### config.mk
export PLATFORM = sky130hd
export DESIGN_NAME = dma_scheduler
export DESIGN_NICKNAME = d
export VERILOG_FILES = /design/src/rtl/dma_scheduler.sv
export SDC_FILE = /design/constraint.sdc
export NUM_CORES = 1
export LEC_CHECK = 0
export CAP_MARGIN = 10
export CORE_AREA = 3 3 98 100
export CTS_CLUSTER_SIZE = 12
export DETAILED_ROUTE_END_ITERATION = 16
export DIE_AREA = 0 0 101 103
export GPL_ROUTABILITY_DRIVEN = 1
export PLACE_DENSITY_LB_ADDON = 0.1
export SLEW_MARGIN = 40
export SYNTH_ARGS = -nofsm -noshare
export SYNTH_HDL_FRONTEND = slang
export SYNTH_SLANG_ARGS = --single-unit
### constraint.sdc
create_clock -name clk_i -period 1.9 [get_ports clk_i]
set_input_delay 0.19 -clock clk_i [delete_from_list [all_inputs] [get_ports clk_i]]
set_output_delay 0.19 -clock clk_i [all_outputs]
set_load 0.005 [all_outputs]
### src/rtl/dma_scheduler.sv
// dma_scheduler: round-robin sharing of one DMA controller between up to four requesters.
// Programs the DMA control word over Wishbone, waits for the completion IRQ and watchdogs hung transfers.
module dma_scheduler #(
   parameter int          NREQ    = 4,
   parameter logic [15:0] DMA_ADR = 16'h0000,
   parameter int          TIMEOUT = 1024
) (
   input  logic                 clk_i,
   input  logic                 rst_i,
   input  logic [NREQ-1:0]      req_i,
   input  logic [NREQ*28-1:0]   desc_i,
   output logic [NREQ-1:0]      done_o,
   output logic [NREQ-1:0]      err_o,
   output logic                 busy_o,
   output logic [1:0]           grant_o,
   output logic                 wbm_cyc_o,
   output logic                 wbm_stb_o,
   output logic                 wbm_we_o,
   output logic [3:0]           wbm_sel_o,
   output logic [15:0]          wbm_adr_o,
   output logic [31:0]          wbm_dat_o,
   input  logic                 wbm_ack_i,
   input  logic                 dma_irq_i
);

   typedef enum logic [2:0] {
      S_IDLE  = 3'd0,
      S_GRANT = 3'd1,
      S_WRITE = 3'd2,
      S_WAIT  = 3'd3,
      S_DONE  = 3'd4,
      S_ABORT = 3'd5
   } state_t;

   localparam logic [15:0] CNT_LAST = 16'(TIMEOUT - 1);

   state_t      state_r, state_nxt_s;
   logic [15:0] cnt_r;
   logic [1:0]  rr_start_r;
   logic [3:0]  req_pad_s;
   logic [27:0] desc_arr_s [4];
   logic [2:0]  scan_idx_s;
   logic        pick_found_s;
   logic [1:0]  pick_idx_s;
   logic        wb_on_s;
   logic [1:0]  grant_nxt_s;
   logic [31:0] dat_nxt_s;
   logic [3:0]  done_nxt_s, err_nxt_s;
   logic        wb_r, busy_r;
   logic [1:0]  grant_r;
   logic [31:0] dat_r;
   logic [NREQ-1:0] done_r, err_r;

   // Reserved descriptor bits [1:0] are dropped; addresses gain a zero MSB to fill a byte.
   function automatic logic [31:0] ctrl_word(input logic [27:0] d);
      return {1'b1, 3'b000, d[27:26], d[25:24], d[23:16], 1'b0, d[15:9], 1'b0, d[8:2]};
   endfunction

   function automatic logic [3:0] onehot(input logic [1:0] idx);
      return 4'b0001 << idx;
   endfunction

   function automatic logic [1:0] rr_after(input logic [1:0] g);
      logic [2:0] n;
      n = {1'b0, g} + 3'd1;
      if (n >= 3'(NREQ)) begin
         return 2'd0;
      end else begin
         return n[1:0];
      end
   endfunction

   // Pad requests/descriptors to four slots so unused slots can never win.
   always_comb begin
      req_pad_s = 4'b0000;
      req_pad_s[NREQ-1:0] = req_i;
      for (int k = 0; k < 4; k++) begin
         desc_arr_s[k] = 28'd0;
      end
      for (int k = 0; k < NREQ; k++) begin
         desc_arr_s[k] = desc_i[28*k +: 28];
      end
   end

   // Round-robin scan: first pending request at or after rr_start_r, wrapping modulo NREQ.
   always_comb begin
      pick_found_s = 1'b0;
      pick_idx_s   = 2'd0;
      scan_idx_s   = 3'd0;
      for (int i = 0; i < NREQ; i++) begin
         scan_idx_s = 3'(rr_start_r) + 3'(i);
         if (scan_idx_s >= 3'(NREQ)) begin
            scan_idx_s = scan_idx_s - 3'(NREQ);
         end else begin
            scan_idx_s = scan_idx_s;
         end
         if (!pick_found_s && req_pad_s[scan_idx_s[1:0]]) begin
            pick_found_s = 1'b1;
            pick_idx_s   = scan_idx_s[1:0];
         end else begin
            pick_found_s = pick_found_s;
            pick_idx_s   = pick_idx_s;
         end
      end
   end

   // State register, watchdog counter and round-robin start pointer.
   always_ff @(posedge clk_i or posedge rst_i) begin
      if (rst_i) begin
         state_r    <= S_IDLE;
         cnt_r      <= 16'd0;
         rr_start_r <= 2'd0;
      end else begin
         state_r <= state_nxt_s;
         if (state_r == S_WRITE && wbm_ack_i) begin
            cnt_r <= 16'd0;
         end else if (state_r == S_WAIT) begin
            cnt_r <= cnt_r + 16'd1;
         end else begin
            cnt_r <= cnt_r;
         end
         if (state_r == S_DONE || state_r == S_ABORT) begin
            rr_start_r <= rr_after(grant_r);
         end else begin
            rr_start_r <= rr_start_r;
         end
      end
   end

   // Next-state logic; an IRQ on the final watchdog cycle still counts as completion.
   always_comb begin
      state_nxt_s = state_r;
      case (state_r)
         S_IDLE:  state_nxt_s = (|req_i) ? S_GRANT : S_IDLE;
         S_GRANT: state_nxt_s = pick_found_s ? S_WRITE : S_IDLE;
         S_WRITE: state_nxt_s = wbm_ack_i ? S_WAIT : S_WRITE;
         S_WAIT: begin
            if (dma_irq_i) begin
               state_nxt_s = S_DONE;
            end else if (cnt_r == CNT_LAST) begin
               state_nxt_s = S_ABORT;
            end else begin
               state_nxt_s = S_WAIT;
            end
         end
         S_DONE:  state_nxt_s = S_IDLE;
         S_ABORT: state_nxt_s = S_IDLE;
         default: state_nxt_s = S_IDLE;
      endcase
   end

   // Output next values, registered below so every output comes straight from a flop.
   always_comb begin
      wb_on_s = (state_nxt_s == S_WRITE);
      if (state_r == S_GRANT && pick_found_s) begin
         grant_nxt_s = pick_idx_s;
      end else begin
         grant_nxt_s = grant_r;
      end
      if (!wb_on_s) begin
         dat_nxt_s = 32'd0;
      end else if (state_r == S_GRANT) begin
         dat_nxt_s = ctrl_word(desc_arr_s[pick_idx_s]);
      end else begin
         dat_nxt_s = dat_r;
      end
      if (state_nxt_s == S_DONE) begin
         done_nxt_s = onehot(grant_r);
      end else begin
         done_nxt_s = 4'b0000;
      end
      if (state_nxt_s == S_ABORT) begin
         err_nxt_s = onehot(grant_r);
      end else begin
         err_nxt_s = 4'b0000;
      end
   end

   // Output registers.
   always_ff @(posedge clk_i or posedge rst_i) begin
      if (rst_i) begin
         wb_r    <= 1'b0;
         busy_r  <= 1'b0;
         grant_r <= 2'd0;
         dat_r   <= 32'd0;
         done_r  <= '0;
         err_r   <= '0;
      end else begin
         wb_r    <= wb_on_s;
         busy_r  <= (state_nxt_s != S_IDLE);
         grant_r <= grant_nxt_s;
         dat_r   <= dat_nxt_s;
         done_r  <= done_nxt_s[NREQ-1:0];
         err_r   <= err_nxt_s[NREQ-1:0];
      end
   end

   assign wbm_cyc_o = wb_r;
   assign wbm_stb_o = wb_r;
   assign wbm_we_o  = wb_r;
   assign wbm_sel_o = wb_r ? 4'hF : 4'h0;
   assign wbm_adr_o = wb_r ? DMA_ADR : 16'h0000;
   assign wbm_dat_o = dat_r;
   assign busy_o    = busy_r;
   assign grant_o   = grant_r;
   assign done_o    = done_r;
   assign err_o     = err_r;

endmodule

==> impl_results.md, run 1 <==
* Status: finished clean
* Final Hold Viols at 0
* Avg WL per Cell at 16.5 um
* Final period util at 0.938
* Vias/cell at 4.99
* Most common cell on crit path: mux2i_1
* Ys Warns at 0
* Die Height at 103 um
* Final Slew Violations at 0
* Ant diodes at 0
* CTS tree: done
* Post-route cell area at 5320 um^2
* Max-cap violations at 0
* Top-area cell type share of the netlist area at 0.439
* Nature of the critical path startpoint: register
* Critical-path maximum fanout at 17
* Post-synth top area cell: dfrtp_1
* First-pass GRT wire length at 15.0 mm
* Clk slew on worst S/H paths at 0.07 ns
* # setup viols final at 0
* R2R Setup Slk at 0.12 ns
* Gates resized, CTS repair at 0
* Core area at 8760 um^2
* Register area share after synthesis at 0.439
* CTS buffer count at 9
* Row count at 34
* Layout area overhead at 55.5%
* PwrDens at 1100 nW/um^2
* Tmin final at 1.78 ns
* Post-CTS setup buffers at 0
* Nets at 614
* Hold buffers post-CTS at 0
* Initial DRC count at 75
* Worst EP arrival at 1.99 ns
* Most used DFF post-synth: dfrtp_1
* CP peak stage delay at 0.45 ns
* Yosys reg bits at 60
* Worst-skew pair later-pin latency at 0.33 ns
* EDFF count, synth at 0
* Gr ovfl total at 0
* 1st-pass router iterations at 4
* Worst min path class: in -> async
* RSZ-0062 raised after global routing: false
* Pleak at 2.38 nW
* Mapped Area at 3420 um^2
* Largest net degree at the start of global routing at 61
* WP buf/inv at 1
* Final cell count without fillers at 602
* Clock Skew at 0.00583 ns
* Top Ports at 186
* Crit Path Category: reg -> reg
* Placed cell count at 586
* Vias in the first global route at 2,884
* Final Worst Setup Slack at 0.118 ns
* ANT nets after route at 0
* Crit-path slowest cell: dfrtp_1
* Cell family with most CP delay: multiplexers
* Sink Count at 60
* Remaining routing DRC violations at 0
* Post-Route WL at 9.96 mm
* DIE WIDTH at 101 um
* Avg Inst Size Synth at 10.5 um^2
* Ranking of synthesized cells by area: dfrtp_1 (44%), mux2i_1 (16%), buf_4 (7.7%), o221ai_1 (6.7%), nand2_1 (3.8%)
* Critical Path RT at 2.10 ns
* Htree depth at 3
* Post-Synthesis Cells at 327
* Crit end category: register
* GRT Util Overall at 0.186
* Starting Density at 0.390
* Unique cell type count in the Yosys netlist at 45
* Crit-path cells: mux2i_1, o22ai_1, nor2_4, buf_12, mux2i_1, o221ai_1
* DP Worst Slack at -0.114 ns
* GP Congestion at 0.781
* Max Fclk at 561 MHz
* Post-DP HPWL at 7.72 mm
* Share of cells above drive strength 1 at 0.0870
* Area post-placement at 5100 um^2
* Clk buf depth at 2
* VDD IR-drop max at 0.436 mV
* Initial antenna violation count at 0
* Port-buffer cells at 156
* Ys async rst share at 1.00
* CTS Root Cell: clkbuf_8
* DIE AREA at 10,400 um^2
* Via count at 3,002
## tightest hold or removal path, cell delays in order
cell,delay [ns]
clkdlybuf4s50_1,0.41
inv_2,0.07
buf_12,0.29
## path summary, 6_finish.rpt
| check | startpoint | end | cells after the start |
|---|---|---|---|
| worst max-delay path | rr_start_r[1] | wbm_dat_o[19] | 6 |
| worst min-delay path | rst_i | err_o[0] | 3 |
| worst max register to register | rr_start_r[1] | wbm_dat_o[19] | 6 |
| worst min register to register | wbm_dat_o[24] | wbm_dat_o[24] | 2 |
| max in group asynchronous | rst_i | wbm_dat_o[21] | 3 |
| min in group clk_i | wbm_dat_o[24] | wbm_dat_o[24] | 2 |
## metal layers
layer / up-vias / global-route usage / part of all wire
met5: - / 0 / 0
met4: 0 / 0.0777 / 0.017
met3: 11 / 0.0514 / 0.075
met2: 103 / 0.301 / 0.50
met1: 1429 / 0.236 / 0.41
li1: 1459 / - / -
## sequential cells by signal, summed over array words and instances (netlist names)
name / cells
busy_o: 1
cnt_r: 16
done_o: 4
err_o: 4
grant_o: 2
rr_start_r: 2
state_r: 3
wbm_cyc_o: 1
wbm_dat_o: 27
## layout by cell type, fill, tap and decap left out, types with 2 or more instances in the layout
cell type / count
xnor2_1: 4
and2_1: 6
or3_1: 2
nand2_1: 35
clkdlybuf4s50_1: 156
nor2_1: 19
nand3_1: 5
mux2i_1: 54
xor2_1: 8
o21ai_0: 6
a21oi_1: 6
clkbuf_8: 13
nand2b_1: 2
buf_12: 7
dfrtp_1: 60
nand3b_1: 2
inv_1: 4
nand4_1: 6
o221ai_1: 26
nor3_1: 2
o22ai_1: 2
and3_1: 8
conb_1: 21
ha_1: 5
buf_4: 12
## cell usage after synthesis (4+ instances only)
cell	instances
o21ai_0	6
xnor2_1	4
nand4_1	6
mux2i_1	54
nand3_1	5
dfrtp_1	60
inv_1	5
nor2_1	19
xor2_1	8
nand2_1	35
ha_1	5
a21oi_1	6
and3_1	8
and2_1	6
buf_4	35
o221ai_1	26
## layout make-up
| class | instances | area, um^2 |
|---|---|---|
| multi-input combinational | 238 | 1650 |
| tap | 108 | 135 |
| clock buffer | 13 | 179 |
| clock inverter | 3 | 42.5 |
| inverter | 5 | 18.8 |
| timing repair buffer | 175 | 1790 |
| sequential | 60 | 1500 |
| fill | 759 | 3440 |
## where the power goes
part / internal [W] / switching (W) / total (W)
registers: 0.00164 / 0.000290 / 0.00193
logic: 0.00158 / 0.00110 / 0.00268
clock network: 0.000746 / 0.000483 / 0.00123
## stage by stage
stage | hold WS, ns | power (W) | TNS [ns] | utilization
floorplan | 0.325 | 0.00332 | 0 | -
global placement | 0.468 | 0.00460 | -0.828 | 0.582
detailed placement | 0.474 | 0.00466 | -2.44 | 0.582
CTS | 0.236 | 0.00592 | 0 | 0.607
global route | 0.264 | 0.00623 | 0 | 0.607
finish | 0.236 | 0.00584 | 0 | 0.607
## kinds of logic (layout without fill, tap and decap cells)
| family | Yosys count | in the layout | share of synthesized area |
|---|---|---|---|
| and+or+nand+nor | 99 | 99 | 0.150 |
| DFF | 60 | 60 | 0.439 |
| muxes | 55 | 55 | 0.161 |
| buffers and inverters | 49 | 196 | 0.0998 |
| AOI/OAI and AO/OA | 46 | 46 | 0.101 |
| xor gates and xnor gates | 12 | 12 | 0.0307 |
| adders and majority gates | 5 | 5 | 0.0183 |
| other | 1 | 21 | 0.00110 |
Power figures use the tool's default switching activity.
==> inputs of run 2 (changes only) <==
- SETUP_SLACK_MARGIN: default -> 0.05
==> impl_results.md, run 2 (same netlist as run 1, synthesis figures left out) <==
* Critical Path RT at 2.10 ns
* DIE WIDTH at 101 um
* Final Worst Setup Slack at 0.159 ns
* Die Height at 103 um
* Via count at 3,032
* RSZ-0062 raised after global routing: false
* Htree depth at 3
* Max-cap violations at 0
* Post-DP HPWL at 7.72 mm
* Worst min path class: in -> async
* Commonest non-fill, non-tap cell in the layout: clkdlybuf4s50_1
* Post-Route WL at 10.1 mm
* Final Util at 0.615
* Clk buf depth at 2
* 1st-pass router iterations at 4
* Vias/cell at 5.00
* DIE AREA at 10,400 um^2
* First-pass GRT wire length at 15.0 mm
* Worst EP arrival at 1.94 ns
* CTS tree: done
* R2R cell count at 7
* Crit Path Category: reg -> reg
* Initial DRC count at 58
* Final period util at 0.916
* Seq pwr share at 0.324
* CTS buffer count at 9
* Clk pwr share at 0.207
* Port-buffer cells at 156
* Sw power at 0.00191 W
* Commonest non-fill, non-tap cells in the layout: clkdlybuf4s50_1 (156), dfrtp_1 (59), mux2i_1 (53)
* Starting Density at 0.390
* R2R Setup Slk at 0.16 ns
* Clk slew on worst S/H paths at 0.07 ns
* Core area at 8760 um^2
* Max reg flops at 27
* Vias in the first global route at 2,884
* Share of cells above drive strength 1 at 0.102
* Worst r2r dst: wbm_dat_o[4]
* DP Worst Slack at -0.114 ns
* Sink Count at 60
* Critical-path maximum fanout at 9
* Fin Hold WS at 0.232 ns
* CTS Root Cell: clkbuf_8
* Clock Skew at 0.00542 ns
* # setup viols final at 0
* Share of total power in combinational logic at 0.469
* Fill count at 753
* Gr ovfl total at 0
* Nets at 619
* GRT Util Overall at 0.186
* Worst R2R Start: rr_start_r[1]
* Worst-skew pair later-pin latency at 0.33 ns
* Switching Share at 0.321
* Pleak at 2.41 nW
* Initial antenna violation count at 0
* Layout area overhead at 57.4%
* Int Power at 0.00404 W
* Avg WL per Cell at 16.7 um
* Final Hold Viols at 0
* Top Ports at 186
* Status: finished clean
* Ant diodes at 0
* Crit end category: register
* CP endpoint: wbm_dat_o[4]
* Largest net degree at the start of global routing at 61
* GP Congestion at 0.781
* Tmin final at 1.74 ns
* VDD IR-drop max at 0.441 mV
* Max Fclk at 574 MHz
* Final Slew Violations at 0
* ANT nets after route at 0
* Remaining routing DRC violations at 0
* Row count at 34
* PwrDens at 1100 nW/um^2
* Worst setup path start: rr_start_r[1]
* Nature of the critical path startpoint: register
[run 2: cell types whose count changed in the layout (fill, tap and decap cells not counted), sizes merged]
cell and change:
clkbuf +1, buf +4
[run 2: worst max-delay path, cell delays in order (launching register included)]
cell and delay [ns]:
dfrtp_2 0.42, mux2i_1 0.20, o22ai_1 0.12, nor2_4 0.17
buf_4 0.16, buf_12 0.14, mux2i_1 0.26, o221ai_1 0.14
[run 2: power by group through the flow]
stage	registers, W	clock network, W	logic, W
global placement	0.00194	0	0.00267
CTS	0.00193	0.00127	0.00272
detailed placement	0.00195	0	0.00272
global route	0.00198	0.00133	0.00302
finish	0.00193	0.00123	0.00279
floorplan	0.00191	0	0.00141
[run 2: worst min-delay path by stage]
stage / start / depth (start not counted) / to
2_1_floorplan: dma_irq_i / 2 / state_r[2]
3_3_place_gp: wbm_dat_o[3] / 2 / wbm_dat_o[3]
3_5_place_dp: wbm_dat_o[19] / 2 / wbm_dat_o[19]
4_1_cts: rst_i / 3 / done_o[2]
5_1_grt: rst_i / 3 / done_o[2]
6_report: rst_i / 3 / err_o[0]
[run 2: area by class of cell]
cell class	count	area [um^2]	share of cell area
clock buffer	13	179	0.0332
clock inverter	3	42.5	0.00790
inverter	5	18.8	0.00348
multi-input combinational	238	1660	0.309
sequential	60	1500	0.279
tap	108	135	0.0251
timing repair buffer	180	1850	0.343
[run 2: routing by layer]
metal / vias to the layer above / part of all wire / GRT usage
met4: 0 / 0.019 / 0.0777
met3: 15 / 0.078 / 0.0514
li1: 1469 / - / -
met1: 1438 / 0.41 / 0.236
met2: 110 / 0.49 / 0.301
met5: - / 0 / 0
[run 2: per-stage QoR]
stage | cells | power, W | setup TNS [ns] | cell area [um^2]
after global routing | 607 | 0.00634 | 0 | 5390
after floorplan | 347 | 0.00332 | 0 | 3500
after global placement | 586 | 0.00460 | -0.828 | 5100
final | 607 | 0.00595 | 0 | 5390
after detailed placement | 586 | 0.00466 | -2.44 | 5100
after CTS | 602 | 0.00592 | 0 | 5320
[run 2: what timing repair did]
action	4_1_cts	5_1_grt
endpoints found under the setup margin	0	11
endpoints found under the hold margin	0	0
setup buffers	0	4
gates resized for setup	0	3
hold buffers	0	0
==> inputs of run 3 (changes only) <==
- MAX_ROUTING_LAYER: default -> met4
- SLEW_MARGIN: 40 -> 20
==> impl_results.md, run 3 (same netlist as run 1, synthesis figures left out) <==
* Path length in cells of the critical path at 7
* Post-Route WL at 10.0 mm
* Largest net degree at the start of global routing at 61
* Commonest non-fill, non-tap cell in the layout: clkdlybuf4s50_1
* Share of cells above drive strength 1 at 0.102
* Htree depth at 3
* Final Slew Violations at 0
* Max-cap violations at 0
* Nature of the critical path startpoint: register
* # setup viols final at 0
* Status: finished clean
* Clock Skew at 0.00537 ns
* DP Worst Slack at -0.114 ns
* ANT nets after route at 0
* CTS tree: done
* Max reg flops at 27
* Crit-path cells: mux2i_1, o22ai_1, nor2_4, buf_4, buf_12, mux2i_2, o221ai_1
* Post-DP HPWL at 7.72 mm
* Avg WL per Cell at 16.5 um
* Final period util at 0.919
* GP Congestion at 0.792
* Layout area overhead at 57.4%
* Port-buffer cells at 156
* Nets at 619
* Ant diodes at 0
* Cell family with most CP delay: multiplexers
* Die Height at 103 um
* Remaining routing DRC violations at 0
* Initial antenna violation count at 0
* R2R cell count at 7
* 1st-pass router iterations at 4
* Final Worst Setup Slack at 0.154 ns
* Clk slew on worst S/H paths at 0.07 ns
* RSZ-0062 raised after global routing: false
* Total chip power at 0.00594 W
* Clk buf depth at 2
* Via count at 3,021
* Starting Density at 0.390
* VDD IR-drop max at 0.441 mV
* Sink Count at 60
* Tmin final at 1.75 ns
* Critical Path RT at 2.10 ns
* CP peak stage delay at 0.42 ns
* Worst EP arrival at 1.95 ns
* Max Fclk at 573 MHz
* PwrDens at 1100 nW/um^2
* Row count at 34
* Final Hold Viols at 0
* Commonest non-fill, non-tap cells in the layout: clkdlybuf4s50_1 (156), dfrtp_1 (59), mux2i_1 (53)
* Vias in the first global route at 2,894
* DIE WIDTH at 101 um
* Crit Path Category: reg -> reg
* WP buf/inv at 2
* GRT Util Overall at 0.191
* Pleak at 2.41 nW
* Core area at 8760 um^2
* Crit end category: register
* Critical-path maximum fanout at 9
* Worst min path class: in -> async
* CTS buffer count at 9
* Initial DRC count at 74
* First-pass GRT wire length at 15.0 mm
* Top Ports at 186
* Crit-path slowest cell: dfrtp_2
* Worst-skew pair later-pin latency at 0.33 ns
* DIE AREA at 10,400 um^2
* CTS Root Cell: clkbuf_8
* Fin Hold WS at 0.233 ns
* Gr ovfl total at 0
* Vias/cell at 4.98
run 3: cell counts in the layout (fill, tap and decap cells not counted):
Identical to the previous run, type by type.
run 3: what timing repair did:
item,4_1_cts,5_1_grt
hold endpoints to repair,0,0
buffers inserted,0,4
setup endpoints to repair,0,10
resized for setup,0,3
hold buffers,0,0
run 3: metal layers:
layer / global-route usage / up-vias / wire length, um
li1: - / 1467 / -
met5: - / - / 0
met4: 0.0838 / 0 / 226
met1: 0.235 / 1428 / 4130
met3: 0.0447 / 17 / 759
met2: 0.302 / 109 / 4920
run 3: final timing paths:
check / slack (ns) / to / startpoint
max: 0.15 / wbm_dat_o[19] / rr_start_r[1]
min: 0.23 / err_o[0] / rst_i
max reg2reg: 0.15 / wbm_dat_o[19] / rr_start_r[1]
min reg2reg: 0.49 / wbm_dat_o[24] / wbm_dat_o[24]
max in group asynchronous: 1.40 / rr_start_r[1] / rst_i
min in group clk_i: 0.49 / wbm_dat_o[24] / wbm_dat_o[24]
run 3: layout make-up:
type | count | area [um^2]
clock buffers | 13 | 179
clock inverters | 3 | 42.5
fillers | 753 | 3380
inverters | 5 | 18.8
multi-input cells | 238 | 1660
flip-flops and latches | 60 | 1500
well taps | 108 | 135
repair buffers | 180 | 1850
run 3: tightest hold or removal path, cell delays in order:
cell	delay, ns
clkdlybuf4s50_1	0.41
inv_2	0.07
buf_12	0.29
run 3: report_power, final:
group          leakage, nW  switching, W  internal, W
Combinational         1.49       0.00112      0.00166
Clock                0.112      0.000482     0.000746
Sequential           0.806      0.000291      0.00164
run 3: through the flow:
stage                     instances  cell area, um^2  TNS [ns]   util
after floorplan                 347             3500         0      -
after global placement          586             5100    -0.828  0.582
after detailed placement        586             5100     -2.44  0.582
after CTS                       602             5320         0  0.607
after global routing            607             5390         0  0.615
final                           607             5390         0  0.615
